===== src/rtl/ov7670_stream_gen.sv =====
// rtl/ov7670_stream_gen.sv - synthetic OV7670 VSYNC/HREF/D source with selectable test patterns
module ov7670_stream_gen #(
  parameter int IMG_W         = 640,
  parameter int IMG_H         = 480,
  parameter int H_BLANK       = 144,
  parameter int VSYNC_LINES   = 3,
  parameter int V_BACK_LINES  = 17,
  parameter int V_FRONT_LINES = 10
) (
  input  logic        clk,
  input  logic        rst,
  input  logic        enable,
  input  logic [1:0]  pattern,
  input  logic [11:0] solid_rgb,
  output logic        vsync,
  output logic        href,
  output logic [7:0]  d,
  output logic        busy,
  output logic        frame_done
);

  localparam int T_LINE  = 2 * IMG_W + H_BLANK;
  localparam int VS_CLKS = VSYNC_LINES * T_LINE;
  localparam int VB_CLKS = V_BACK_LINES * T_LINE;
  localparam int VF_CLKS = V_FRONT_LINES * T_LINE;
  localparam int M1      = (VS_CLKS > VB_CLKS) ? VS_CLKS : VB_CLKS;
  localparam int M2      = (M1 > VF_CLKS) ? M1 : VF_CLKS;
  localparam int CNT_MAX = (M2 > H_BLANK) ? M2 : H_BLANK;
  localparam int CW      = (CNT_MAX > 1) ? $clog2(CNT_MAX) : 1;
  localparam int XW      = $clog2(IMG_W);
  localparam int YW      = (IMG_H > 1) ? $clog2(IMG_H) : 1;
  localparam int BAR_W   = IMG_W / 8;
  localparam int BW      = (BAR_W > 1) ? $clog2(BAR_W) : 1;

  localparam logic [CW-1:0] VS_LAST = CW'(VS_CLKS - 1);
  localparam logic [CW-1:0] VB_LAST = CW'(VB_CLKS - 1);
  localparam logic [CW-1:0] VF_LAST = CW'(VF_CLKS - 1);
  localparam logic [CW-1:0] HB_LAST = CW'(H_BLANK - 1);
  localparam logic [XW-1:0] X_LAST  = XW'(IMG_W - 1);
  localparam logic [YW-1:0] Y_LAST  = YW'(IMG_H - 1);
  localparam logic [BW-1:0] BP_LAST = BW'(BAR_W - 1);

  typedef enum logic [2:0] {
    S_IDLE, S_VSYNC, S_VBACK, S_ACTIVE, S_HBLANK, S_VFRONT
  } state_t;

  state_t        state, state_n;
  logic [CW-1:0] cnt, cnt_n;
  logic [XW-1:0] x, x_n;
  logic          phase, phase_n;      // 0 = byte0 {0,R}, 1 = byte1 {G,B}
  logic [YW-1:0] y, y_n;
  logic [2:0]    bar_idx, bar_idx_n;
  logic [BW-1:0] bar_px, bar_px_n;
  logic [1:0]    pat_q;
  logic [11:0]   rgb_q;
  logic          start_frame, emit;
  logic          vsync_n, busy_n, frame_done_n;
  logic [7:0]    d_n;
  logic [11:0]   col;
  logic [5:0]    x6, y6;

  // Next-state and next-output logic; counters describe the byte that will be on d next cycle
  always_comb begin
    state_n     = state;
    cnt_n       = cnt;
    x_n         = x;
    phase_n     = phase;
    y_n         = y;
    bar_idx_n   = bar_idx;
    bar_px_n    = bar_px;
    vsync_n     = 1'b0;
    busy_n      = busy;
    start_frame = 1'b0;
    emit        = 1'b0;
    case (state)
      S_IDLE: begin
        busy_n = 1'b0;
        if (enable) start_frame = 1'b1;
      end
      S_VSYNC: begin
        if (cnt == VS_LAST) begin
          state_n = S_VBACK;
          cnt_n   = '0;
        end else begin
          cnt_n   = cnt + CW'(1);
          vsync_n = 1'b1;
        end
      end
      S_VBACK: begin
        if (cnt == VB_LAST) begin
          state_n   = S_ACTIVE;
          cnt_n     = '0;
          x_n       = '0;
          phase_n   = 1'b0;
          y_n       = '0;
          bar_idx_n = '0;
          bar_px_n  = '0;
          emit      = 1'b1;
        end else begin
          cnt_n = cnt + CW'(1);
        end
      end
      S_ACTIVE: begin
        if (x == X_LAST && phase) begin
          state_n = S_HBLANK;
          cnt_n   = '0;
        end else begin
          emit    = 1'b1;
          phase_n = ~phase;
          if (phase) begin
            x_n = x + XW'(1);
            if (bar_px == BP_LAST) begin
              bar_idx_n = bar_idx + 3'd1;
              bar_px_n  = '0;
            end else begin
              bar_px_n  = bar_px + BW'(1);
            end
          end
        end
      end
      S_HBLANK: begin
        if (cnt == HB_LAST) begin
          cnt_n = '0;
          if (y == Y_LAST) begin
            state_n = S_VFRONT;
          end else begin
            state_n   = S_ACTIVE;
            y_n       = y + YW'(1);
            x_n       = '0;
            phase_n   = 1'b0;
            bar_idx_n = '0;
            bar_px_n  = '0;
            emit      = 1'b1;
          end
        end else begin
          cnt_n = cnt + CW'(1);
        end
      end
      S_VFRONT: begin
        if (cnt == VF_LAST) begin
          cnt_n = '0;
          if (enable) begin
            start_frame = 1'b1;
          end else begin
            state_n = S_IDLE;
            busy_n  = 1'b0;
          end
        end else begin
          cnt_n = cnt + CW'(1);
        end
      end
      default: state_n = S_IDLE;
    endcase
    if (start_frame) begin
      state_n = S_VSYNC;
      cnt_n   = '0;
      y_n     = '0;
      vsync_n = 1'b1;
      busy_n  = 1'b1;
    end
    frame_done_n = (state_n == S_VFRONT) && (cnt_n == VF_LAST);
  end

  // Pattern colour of the next pixel and the byte of it that goes out next
  always_comb begin
    x6 = 6'(x_n);
    y6 = 6'(y_n);
    col = 12'h000;
    case (pat_q)
      2'd0: begin
        case (bar_idx_n)
          3'd0:    col = 12'hFFF;
          3'd1:    col = 12'hFF0;
          3'd2:    col = 12'h0FF;
          3'd3:    col = 12'h0F0;
          3'd4:    col = 12'hF0F;
          3'd5:    col = 12'hF00;
          3'd6:    col = 12'h00F;
          default: col = 12'h000;
        endcase
      end
      2'd1:    col = {x6[3:0], x6[3:0], x6[3:0]};
      2'd2:    col = (|((x6 ^ y6) & 6'h20)) ? 12'hFFF : 12'h000;
      default: col = rgb_q;
    endcase
    d_n = 8'h00;
    if (emit) d_n = phase_n ? col[7:0] : {4'h0, col[11:8]};
  end

  // State, counters, latched pattern and registered outputs
  always_ff @(posedge clk or posedge rst) begin
    if (rst) begin
      state      <= S_IDLE;
      cnt        <= '0;
      x          <= '0;
      phase      <= 1'b0;
      y          <= '0;
      bar_idx    <= '0;
      bar_px     <= '0;
      pat_q      <= '0;
      rgb_q      <= '0;
      vsync      <= 1'b0;
      href       <= 1'b0;
      d          <= 8'h00;
      busy       <= 1'b0;
      frame_done <= 1'b0;
    end else begin
      state      <= state_n;
      cnt        <= cnt_n;
      x          <= x_n;
      phase      <= phase_n;
      y          <= y_n;
      bar_idx    <= bar_idx_n;
      bar_px     <= bar_px_n;
      vsync      <= vsync_n;
      href       <= emit;
      d          <= d_n;
      busy       <= busy_n;
      frame_done <= frame_done_n;
      if (start_frame) begin
        pat_q <= pattern;
        rgb_q <= solid_rgb;
      end
    end
  end

endmodule

===== config.mk =====
export PLATFORM = sky130hd
export DESIGN_NAME = ov7670_stream_gen
export DESIGN_NICKNAME = d
export VERILOG_FILES = /design/src/rtl/ov7670_stream_gen.sv
export SDC_FILE = /design/constraint.sdc
export NUM_CORES = 1
export LEC_CHECK = 0
export CAP_MARGIN = 20
export CORE_ASPECT_RATIO = 1.5
export CORE_MARGIN = 2
export CORE_UTILIZATION = 23
export CTS_BUF_LIST = sky130_fd_sc_hd__clkbuf_8
export DETAILED_ROUTE_END_ITERATION = 6
export PLACE_DENSITY_LB_ADDON = 0.08
export SYNTH_ARGS = -nofsm -noshare
export SYNTH_HDL_FRONTEND = slang
export SYNTH_SLANG_ARGS = --single-unit

===== constraint.sdc =====
create_clock -name clk -period 3.1 [get_ports clk]
set_clock_uncertainty 0.15 [all_clocks]
set_input_delay 0.31 -clock clk [delete_from_list [all_inputs] [get_ports clk]]
set_output_delay 0.31 -clock clk [all_outputs]
set_load 0.01 [all_outputs]

Word-level counts from Yosys, hierarchy flattened --
Index checks and enable logic that the tools add are counted. W data, S select, Z words.
Word-level totals: flip-flop bits (word level) 74, input bits 17, output and inout port bits 12, logic and storage cells 132
Cells by class: $add $sub $neg 5, eq/ne operators 32, mux-type cells 66, bitwise gates (word level) 2, reduce and logical (&&, ||, !) cells 11
Operators by type and width (number):
- $mux W15 | 6
- $pmux W12 S7 | 1
- $pmux W15 S5 | 1
- $mux W10 | 5
- $mux W3 | 14
- $mux W7 | 6
- $mux W9 | 4
- $pmux W12 S3 | 1
- $eq A15 B14 Y1 const B | 2
- $pmux W10 S3 | 1
- $pmux W7 S3 | 1
- $eq A3 B3 Y1 const B | 6
- $pmux W3 S6 | 1
- $pmux W9 S2 | 1
- $mux W1 | 16
- $mux W8 | 2
- $add A15 B1 Y15 const B | 1
- $eq A15 B13 Y1 const B | 1
- $eq A15 B15 Y1 const B | 1
- $eq A15 B8 Y1 const B | 1
- $ne A3 B3 Y1 const B | 5
- $eq A3 B2 Y1 const B | 4
- $mux W12 | 1
- $add A10 B1 Y10 const B | 1
- other kinds (22) | 33

Longest topological paths before layout --
depth in word-level cells 10, gate-level depth with buffers 12, mapped depth without buffers 9

Worst setup path before layout --
No wires, ideal clock.
path type register -> register, start point register cnt[0], end point register frame_done, setup time 0.096 ns, arrival time 2.364 ns, required time 2.854 ns, setup slack 0.491 ns, stages on the path, launching flop included 12, buffers on the path 2, period minus slack after synthesis 2.609 ns, cells stage by stage dfrtp_1 -> ha_1 -> and4b_1 -> buf_6 -> and4_1 -> buf_6 -> a21oi_2 -> nor3_1 -> or3_4 -> nor4b_2 -> nand4_1 -> nor4_2
On the way: longest elaborated chain between the ends 6, elaborated cells on any way between the ends 23, those cells by class add/sub (1); eq/ne (6); mux (15); reduce/logical (1)
RTL lines:
- from (decl) | line 48 | logic [CW-1:0] cnt, cnt_n;
- from (signal assigned) | line 209 | cnt <= cnt_n;
- $add A15 B1 Y15 (tied with other cells)
- $mux W15 (tied with other cells) | line 140 | if (cnt == VF_LAST) begin
- $pmux W15 S5 (tied with other cells) | line 75 | case (state)
- $mux W15 / $mux W3 (equally long branches) | line 154 | if (start_frame) begin
- $eq A15 B14 Y1 / $eq A3 B3 Y1 (equally long branches) | line 161 | frame_done_n = (state_n == S_VFRONT) && (cnt_n == VF_LAST);
- $logic_and A1 B1 Y1 * | line 161
- net frame_done_n | line 57 | logic vsync_n, busy_n, frame_done_n;
- to (signal assigned) | line 219 | frame_done <= frame_done_n;
- to (decl) | line 19 | output logic frame_done
The timed path passes the listed nets; every way through them passes the cells marked *. A chain may end at the register's enable or synchronous reset.

Worst setup path in the final report --
start point register cnt[1], end point register d[1]
On the way: elaborated cells on any way between the ends 34, those cells by class eq/ne (9); mux (23); bitwise (1); reduce/logical (1)
RTL lines:
- $eq A15 B8 Y1 / $eq A15 B15 Y1 (equally long branches) | line 122, 90
- $mux W1, on equally long branches | line 122, 90
- $pmux W1 S3 * | line 75
- net phase_n | line 50 | logic phase, phase_n;
- $mux W8 * (2 in a row) | line 187 | if (emit) d_n = phase_n ? col[7:0] : {4'h0, col[11:8]};
- net d_n[1] | line 58 | logic [7:0] d_n;
- to (signal assigned) | line 217 | d <= d_n;
- to (decl) | line 17 | output logic [7:0] d,
The timed path passes the listed nets; every way through them passes the cells marked *. The select of a mux whose other input is x is not followed.

==> results.cfg <==
[grt]
first_global_vias = 3952
grt-ovfl-total = 0
number_of_antenna_violations_at_the_first_check_in_global_routing = 0
grt_start_max_net_pins = 47
aggregate_global_route_resource_usage = 0.141
grt_first_pass_wirelength_um = 21700

[setup_path]
crit_path_max_fanout = 8
worstSetupPathType = reg2reg
max_stage_delay_on_crit_path_ns = 0.41
cp_slowest_cell = sky130_fd_sc_hd__dfrtp_1
required_ns = 3.21
cp.arrival_ns = 3.02
crit_path_end_kind = flip-flop
cp-start-kind = flip-flop
path_cells = ha_1 -> and4b_2 -> and4_1 -> a32oi_2 -> buf_4 -> a21o_1 -> or3_1 -> o211ai_1 -> a21oi_1

[clocking]
clock-root-buffer = sky130_fd_sc_hd__clkbuf_8
clk-insertion-delay-late_ns = 0.38
htree_levels = 3
cts_inserted_buffers = 9
cts_tree = done
cts.sink_count = 74
clock_path_buffers = 2
clock_pin_slew_reported_for_the_worst_setup_and_hold_paths_after_clock_tree_synthesis_ns = 0.10

[synth]
netlist_area_sq_um = 4360
synth_top_area_frac = 0.425
synth_edf_count = 0
syn-instance-count = 478
synth_sequential_area_ratio = 0.425
synthFlopType = sky130_fd_sc_hd__dfrtp_1
synth_top_cells_by_area = sky130_fd_sc_hd__dfrtp_1 (43%), sky130_fd_sc_hd__nor2_1 (4.7%), sky130_fd_sc_hd__o21ai_0 (4.6%)
ys_warn_count = 0
synth-async-reset-ratio = 1.00
synthesized_netlist_net_count = 501
ys_seq_elements = 74
synth_top_cell_by_area = sky130_fd_sc_hd__dfrtp_1
syn_avg_cell_area_sq_um = 9.11
yosys.cell_types.count = 79

[worst_hold_path]
holdCritPathClass = in2async

[timing]
post-route-worst-setup-slack_ns = 0.184
worst_slew_margin_rel = 0.608
tns_ns = 0
grt_setup_unrepaired = no
post-route-min-period_ns = 2.92
slew_viol_final = 0
final-hold-violation-count = 0
worst_slew_pin_slew_ns = 0.588
timing.fmax_mhz = 343
finalSetupViolations = 0
final_clock_period_utilization_by_the_worst_path = 0.941

[final_layout]
finish.utilization = 0.288
drive_above_1_share = 0.171
syn_to_final_growth_pct = 22.5
finalNetCount = 551
antenna_diode_count = 0
nFillCells = 1961

[placement]
io_buffers = 28
detailedPlace.worstSlack_ns = 0.0931
dp.final_hpwl_um = 10500
gpl.final_weighted_congestion = 0.809

[floorplan]
placeable_core_region_sq_um = 18500
dieArea_sq_um = 20100
die_height_um = 173
initial_utilization = 0.235
top_level_ports = 29
placementRows = 61
die_x_um = 116

[drt]
routedWlPerCell_um = 17.4
avgViaCountPerCell = 4.87
via_count = 3825
drtPass1Iterations = 4
drt_iter0_drc = 255
route.detailed.drc = 0
remaining_antenna_violation_count_after_routing = 0
total_routed_wirelength_um = 13600

[power_and_ir_drop]
ir_worst_vdd_v = 0.000259
total_leakage_power_uw = 0.00217
power.density_nw_per_um2 = 483
design_power_total_uw = 2580

[status]
result_of_the_run = completed

[job]
maxCapViolCount = 0
## report_power, final
group | internal [uW] | switching [uW] | total (uW)
Clock | 386 | 446 | 832
Combinational | 248 | 270 | 519
Sequential | 1090 | 144 | 1230
Total | 1720 | 861 | 2580
## path summary, 6_finish.rpt
path                                       start               endpoint  slack [ns]  cells past startpoint
hold reg to reg            rgb_q[10]$_DFFE_PP0P_  rgb_q[10]$_DFFE_PP0P_        0.36                      1
setup / recovery                cnt[1]$_DFF_PP0_         d[1]$_DFF_PP0_        0.18                      9
setup reg to reg                cnt[1]$_DFF_PP0_         d[1]$_DFF_PP0_        0.18                      9
min in group clk           rgb_q[10]$_DFFE_PP0P_  rgb_q[10]$_DFFE_PP0P_        0.36                      1
max in group asynchronous                    rst        vsync$_DFF_PP0_        2.00                      3
hold / removal                               rst   rgb_q[2]$_DFFE_PP0P_        0.15                      2
## cell families (layout without fill, tap and decap cells)
logic type      Yosys count  in the layout  synth area share
flops                    74             74             0.425
xor+xnor                  4              4           0.00804
compound gates          138            138             0.216
mux                      15             15            0.0382
buf+inv                  39             94            0.0448
fa+ha+maj                 6              6            0.0172
simple gates            202            202             0.251
## final cells by class
| class | count | area (sq um) | area share |
|---|---|---|---|
| sequential | 74 | 1850 | 0.347 |
| clock inverter | 7 | 82.6 | 0.0155 |
| clock buffer | 9 | 124 | 0.0232 |
| tap | 252 | 315 | 0.0591 |
| timing repair buffer | 63 | 556 | 0.104 |
| multi-input combinational | 365 | 2350 | 0.441 |
| inverter | 15 | 57.6 | 0.0108 |
## cells in the final DEF, fill, tap and decap left out, types with 4 or more instances in the layout
cell type                          n
sky130_fd_sc_hd__nand2_1          45
sky130_fd_sc_hd__o21ai_1           5
sky130_fd_sc_hd__mux2_2           13
sky130_fd_sc_hd__nand3_1          18
sky130_fd_sc_hd__o22ai_1           5
sky130_fd_sc_hd__and2_1            5
sky130_fd_sc_hd__dfrtp_1          74
sky130_fd_sc_hd__or3_1             6
sky130_fd_sc_hd__a21oi_1          31
sky130_fd_sc_hd__nand2b_1          5
sky130_fd_sc_hd__nor3_1           12
sky130_fd_sc_hd__nor2_1           54
sky130_fd_sc_hd__buf_4            34
sky130_fd_sc_hd__clkdlybuf4s50_1  28
sky130_fd_sc_hd__ha_1              5
sky130_fd_sc_hd__and3_1            4
sky130_fd_sc_hd__inv_1            14
sky130_fd_sc_hd__nor2b_1           8
sky130_fd_sc_hd__o31ai_1           6
sky130_fd_sc_hd__a2bb2oi_1         4
sky130_fd_sc_hd__nand4_1          15
sky130_fd_sc_hd__o21ai_0          40
sky130_fd_sc_hd__clkbuf_8          9
## registers in the layout, indices dropped and copies added, names as in the netlist, named ones only
register,flops
pat_q,2
href,1
bar_idx,3
vsync,1
cnt,15
state,3
busy,1
x,9
phase,1
rgb_q,12
frame_done,1
d,8
y,9
bar_px,7
## Yosys cell counts, types with 3 or more instances
master / number
sky130_fd_sc_hd__dfrtp_1: 74
sky130_fd_sc_hd__nor2_1: 54
sky130_fd_sc_hd__nand2_1: 45
sky130_fd_sc_hd__o21ai_0: 40
sky130_fd_sc_hd__a21oi_1: 31
sky130_fd_sc_hd__nand3_1: 18
sky130_fd_sc_hd__inv_1: 15
sky130_fd_sc_hd__nand4_1: 15
sky130_fd_sc_hd__mux2_2: 13
sky130_fd_sc_hd__nor3_1: 12
sky130_fd_sc_hd__buf_2: 8
sky130_fd_sc_hd__nor2b_1: 8
sky130_fd_sc_hd__clkbuf_1: 7
sky130_fd_sc_hd__ha_1: 6
sky130_fd_sc_hd__o31ai_1: 6
sky130_fd_sc_hd__or3_1: 6
sky130_fd_sc_hd__and2_1: 5
sky130_fd_sc_hd__nand2b_1: 5
sky130_fd_sc_hd__o21ai_1: 5
sky130_fd_sc_hd__o22ai_1: 5
sky130_fd_sc_hd__a22oi_1: 4
sky130_fd_sc_hd__a2bb2oi_1: 4
sky130_fd_sc_hd__and3_1: 4
sky130_fd_sc_hd__buf_6: 4
sky130_fd_sc_hd__a22o_1: 3
sky130_fd_sc_hd__a32oi_1: 3
sky130_fd_sc_hd__and4_1: 3
sky130_fd_sc_hd__nor3b_1: 3
sky130_fd_sc_hd__o21a_1: 3
sky130_fd_sc_hd__o31a_1: 3
sky130_fd_sc_hd__xor2_1: 3
## worst max-delay path: cells and delay by family (launching register included)
family	cells	cell delay, ns
simple gates	3	1.06
compound gates	4	0.69
flops	1	0.41
fa+ha+maj	1	0.27
buf+inv	1	0.22
## per-stage QoR
step	std cells	hold WS, ns	instance area [sq um]
after floorplan	478	0.277	4360
after global placement	769	0.341	5090
after detailed placement	769	0.342	5090
after CTS	785	0.156	5300
after global routing	785	0.170	5340
final	785	0.149	5340
## metal layers
layer | wire, um | up-vias | global-route usage
met5 | 0 | - | 0
met4 | 361 | 0 | 0.0585
met3 | 261 | 24 | 0.0238
met2 | 7570 | 54 | 0.260
met1 | 5430 | 1885 | 0.156
li1 | - | 1862 | -
## what timing repair did
item | 4_1_cts | 5_1_grt
gates resized for setup | 0 | 7
hold buffers | 0 | 0
buffers inserted | 0 | 0
endpoints found under the setup margin | 0 | 7
No activity file was read; power rests on OpenSTA's default activity.
